<file path="src/rtl/mod_ctrl.sv">
// Sequential restoring divider for the Lab08 MOD datapath: one quotient bit per clock,
// returning remainder (primary result), quotient and a divide-by-zero flag via start/done.
module mod_ctrl #(
   parameter int unsigned WIDTH = 8
) (
   input  logic             clk,
   input  logic             clr,
   input  logic             start,
   input  logic [WIDTH-1:0] dividend,
   input  logic [WIDTH-1:0] divisor,
   output logic             busy,
   output logic             done,
   output logic             err,
   output logic [WIDTH-1:0] remainder,
   output logic [WIDTH-1:0] quotient
);

   localparam int unsigned CW = (WIDTH > 1) ? $clog2(WIDTH) : 1;

   typedef enum logic [1:0] {
      S_IDLE,
      S_LOAD,
      S_RUN,
      S_DONE
   } state_t;

   state_t           state;
   logic [WIDTH-1:0] d_q;
   logic [WIDTH-1:0] q_q;
   logic [WIDTH-1:0] r_q;
   logic [CW-1:0]    cnt;

   logic [WIDTH:0]   t_c;
   logic             ge_c;
   logic [WIDTH-1:0] diff_c;
   logic [WIDTH-1:0] r_nxt_c;
   logic [WIDTH-1:0] q_nxt_c;

   // One restoring step. R < D always holds after a step, so the top bit of the
   // (WIDTH+1)-bit partial remainder is always 0 and is not stored.
   always_comb begin
      t_c     = {r_q, q_q[WIDTH-1]};
      ge_c    = (t_c >= {1'b0, d_q});
      diff_c  = t_c[WIDTH-1:0] - d_q;
      r_nxt_c = ge_c ? diff_c : t_c[WIDTH-1:0];
      q_nxt_c = {q_q[WIDTH-2:0], ge_c};
   end

   always_ff @(posedge clk or posedge clr) begin
      if (clr) begin
         state     <= S_IDLE;
         d_q       <= '0;
         q_q       <= '0;
         r_q       <= '0;
         cnt       <= '0;
         busy      <= 1'b0;
         done      <= 1'b0;
         err       <= 1'b0;
         remainder <= '0;
         quotient  <= '0;
      end else begin
         case (state)
            S_IDLE: begin
               if (start) begin
                  d_q   <= divisor;
                  q_q   <= dividend;
                  r_q   <= '0;
                  err   <= 1'b0;
                  busy  <= 1'b1;
                  state <= S_LOAD;
               end
            end
            S_LOAD: begin
               if (d_q == '0) begin
                  err       <= 1'b1;
                  remainder <= q_q;
                  quotient  <= '1;
                  done      <= 1'b1;
                  state     <= S_DONE;
               end else begin
                  cnt   <= CW'(WIDTH - 1);
                  state <= S_RUN;
               end
            end
            S_RUN: begin
               r_q <= r_nxt_c;
               q_q <= q_nxt_c;
               cnt <= cnt - CW'(1);
               if (cnt == '0) begin
                  remainder <= r_nxt_c;
                  quotient  <= q_nxt_c;
                  done      <= 1'b1;
                  state     <= S_DONE;
               end
            end
            S_DONE: begin
               done  <= 1'b0;
               busy  <= 1'b0;
               state <= S_IDLE;
            end
            default: state <= S_IDLE;
         endcase
      end
   end

endmodule

</file>
<file path="config.mk">
export PLATFORM = sky130hd
export DESIGN_NAME = mod_ctrl
export DESIGN_NICKNAME = d
export VERILOG_FILES = /design/src/rtl/mod_ctrl.sv
export SDC_FILE = /design/constraint.sdc
export NUM_CORES = 1
export LEC_CHECK = 0
export ABC_CLOCK_PERIOD_IN_PS = 2300
export BUFFER_PORTS_ARGS = -buffer_cell sky130_fd_sc_hd__buf_4
export CORE_MARGIN = 5
export CORE_UTILIZATION = 30
export CTS_CLUSTER_DIAMETER = 60
export DETAILED_ROUTE_END_ITERATION = 6
export GPL_TIMING_DRIVEN = 1
export SLEW_MARGIN = 20
export SYNTH_ARGS = -nofsm -noshare
export SYNTH_HDL_FRONTEND = slang
export SYNTH_SLANG_ARGS = --single-unit
</file>
<file path="constraint.sdc">
create_clock -name clk -period 2.3 [get_ports clk]
set_input_delay 0.115 -clock clk [delete_from_list [all_inputs] [get_ports clk]]
set_output_delay 0.115 -clock clk [all_outputs]
set_load 0.01 [all_outputs]
</file>
==> results.sh <==
export IMPL_worstPathArrival_ns=2.40
export IMPL_cap_violations=0
export IMPL_row_count=36
export IMPL_grt_use_total_pct=13.16
export IMPL_critPathRequiredTime_ns=2.51
export IMPL_min_to="d_q[1]"
export IMPL_hp_start="divisor[1]"
export IMPL_htree_levels=2
export IMPL_yosysWarningCount=0
export IMPL_power_density_nw_per_um2=1295
export IMPL_cts_root_buf="clkbuf_8"
export IMPL_design_area_um2=3625
export IMPL_hpwlAfterDp_um=5772
export IMPL_synth_edf_count=0
export IMPL_crit_type="register to register"
export IMPL_holdPathStages=2
export IMPL_die_area_um2=11920
export IMPL_globalRouteMet1Util_pct=18.71
export IMPL_numCtsBuffers=5
export IMPL_p_leak_nw=1.620
export IMPL_first_pass_iters=4
export IMPL_yosysTopAreaCellShare_pct=40.71
export IMPL_dpl_cell_area_um2=3477
export IMPL_seq_area_frac_synth_pct=40.71
export IMPL_yosysTopAreaCell="dfrtp_1"
export IMPL_vias_per_cell=5.028
export IMPL_n_antenna_cell=0
export IMPL_hold_viol_final=0
export IMPL_core_area_um2=9684
export IMPL_die_height_um=109.2
export IMPL_met2_usage_pct=20.48
export IMPL_netlist_top_cells_count="48 x dfrtp_1, 29 x nand2_1, 28 x inv_1"
export IMPL_worst_ir_drop_vdd_uv=440.2
export IMPL_use_met3_pct=2.664
export IMPL_cp_end_kind="register"
export IMPL_io_pins=38
export IMPL_grt_busiest_layer="met2"
export IMPL_initial_core_util_pct=30.47
export IMPL_utilization_pct=37.43
export IMPL_final_net_count=406
export IMPL_setup_violations=0
export IMPL_grt_setup_unrepaired="no"
export IMPL_syn2layout_area_growth_pct=22.86
export IMPL_synth_ff_type="dfrtp_1"
export IMPL_wl_per_cell_um=15.01
export IMPL_dr_first_iter_drc_count=144
export IMPL_ant_nets=0
export IMPL_synth_most_common_cell="dfrtp_1"
export IMPL_wl_um=7579
export IMPL_drc_errors=0
export IMPL_tightest_slew_ns=0.6177
export IMPL_overflow=0
export IMPL_reg2reg_depth=6
export IMPL_path_max_fanout=6
export IMPL_r2r_setup_slack_ns=0.10
export IMPL_synth_nets=355
export IMPL_synthTopCellsByArea="dfrtp_1 41%, ha_1 6.4%, nand2_1 3.7%, inv_1 3.6%, nor2_1 3.3%"
export IMPL_tns_ns=0
export IMPL_period_share_pct=95.50
export IMPL_synth_cells=320
export IMPL_synth_async_reset_ratio_pct=100.0
export IMPL_clk_pin_slew_ns=0.09
export IMPL_portBuffers=37
export IMPL_grt_max_degree=49
export IMPL_antenna_found_initial=0
export IMPL_finalNonFillerCells=505
export IMPL_fmaxAchievable_ghz=0.4553
export IMPL_status="finished clean"
export IMPL_ys_types=59
export IMPL_die_x_um=109.2
export IMPL_reg2reg_to="remainder[4]"
export IMPL_dpl_cell_count=495
export IMPL_reg2reg_from="r_q[4]"
export IMPL_place_worst_setup_slack_ns=0.06721
export IMPL_drive_above_1_share_pct=24.46
export IMPL_grt_pass1_wl_um=12440
export IMPL_clock_latency_ns=0.31
export IMPL_cts_tree="yes"
export IMPL_num_vias=2539
export IMPL_yosys_register_bits=48
export IMPL_p_total_mw=4.693
export IMPL_start_kind="register"
export IMPL_syn_area_um2=2950
export IMPL_clock_skew_ns=0.008497
export IMPL_hp_class="input port to register"
export IMPL_drv_slew=0
export IMPL_grt_pass1_vias=2469
export IMPL_cts_sinks=48
export IMPL_syn_avg_cell_area_um2=9.220
export IMPL_clock_path_buffers=2
export IMPL_setup_ws_ns=0.1035
export IMPL_max_slew_margin_pct=58.30
export IMPL_hold_slack_ns=0.03541
export IMPL_layout_min_cycle_time_ns=2.197
export IMPL_globalplace_congestion=0.7994
worst max-delay path, stage by stage, from the launching register on:
cell	delay, ns
dfrtp_1	0.45
ha_1	0.38
nand2_2	0.13
nor2_1	0.07
a311o_1	0.38
or4_1	0.43
a32o_1	0.26
flip-flops by register name (all words and copies together) (netlist names):
signal	flops
remainder	8
d_q	8
busy	1
state	2
quotient	8
r_q	8
err	1
done	1
cnt	3
q_q	8
where the power goes:
group	leakage, nW	switching (mW)	total (mW)	internal [mW]
logic	0.980	1.54	2.64	1.10
registers	0.578	0.256	1.39	1.14
clock network	0.0614	0.299	0.655	0.356
total	1.62	2.10	4.69	2.59
kinds of logic after synthesis:
logic type | count (synthesis) | share of synthesized area (%)
buf+inv | 45 | 6.234
compound gates | 94 | 21.80
xor+xnor | 3 | 0.8907
simple gates | 97 | 17.22
mux | 17 | 6.107
flops | 48 | 40.71
fa+ha+maj | 16 | 7.040
cell type report:
cell class / instances / area [um^2]
Multi-Input combinational cell: 227 / 1574
Sequential cell: 48 / 1201
Tap cell: 133 / 166.4
Clock buffer: 6 / 82.58
Fill cell: 988 / 6060
Inverter: 29 / 108.9
Clock inverter: 2 / 38.79
Timing Repair Buffer: 60 / 452.9
layer usage:
metal / share of wire (%) / vias to the layer above
met1: 48 / 1199
li1: - / 1267
met2: 45 / 63
met3: 5.6 / 10
met4: 1.3 / 0
met5: 0 / -
timing repair:
action,CTS,global route
gates resized for setup,0,3
buffers inserted,0,1
endpoints found under the hold margin,30,0
hold buffers,1,0
endpoints found under the setup margin,0,2
worst max path at each step:
stage	slack, ns	endpoint	start
2_1_floorplan	0.15	remainder[4]	d_q[4]
3_3_place_gp	0.10	remainder[4]	d_q[6]
3_5_place_dp	0.07	remainder[4]	d_q[6]
4_1_cts	0.04	remainder[4]	d_q[6]
5_1_grt	0.003	remainder[4]	r_q[4]
6_report	0.10	remainder[4]	r_q[4]
cell usage in the layout (no fill, tap or decap), types with 6 or more instances in the layout:
cell,instances
dfrtp_1,48
nor2_1,26
a31oi_1,15
a21oi_1,9
clkbuf_8,6
mux2i_1,9
buf_4,59
mux2_2,8
ha_1,13
nand3_1,7
o21ai_0,17
o211ai_1,7
nand2_1,29
inv_1,27
(Power assumes the default switching activity.)
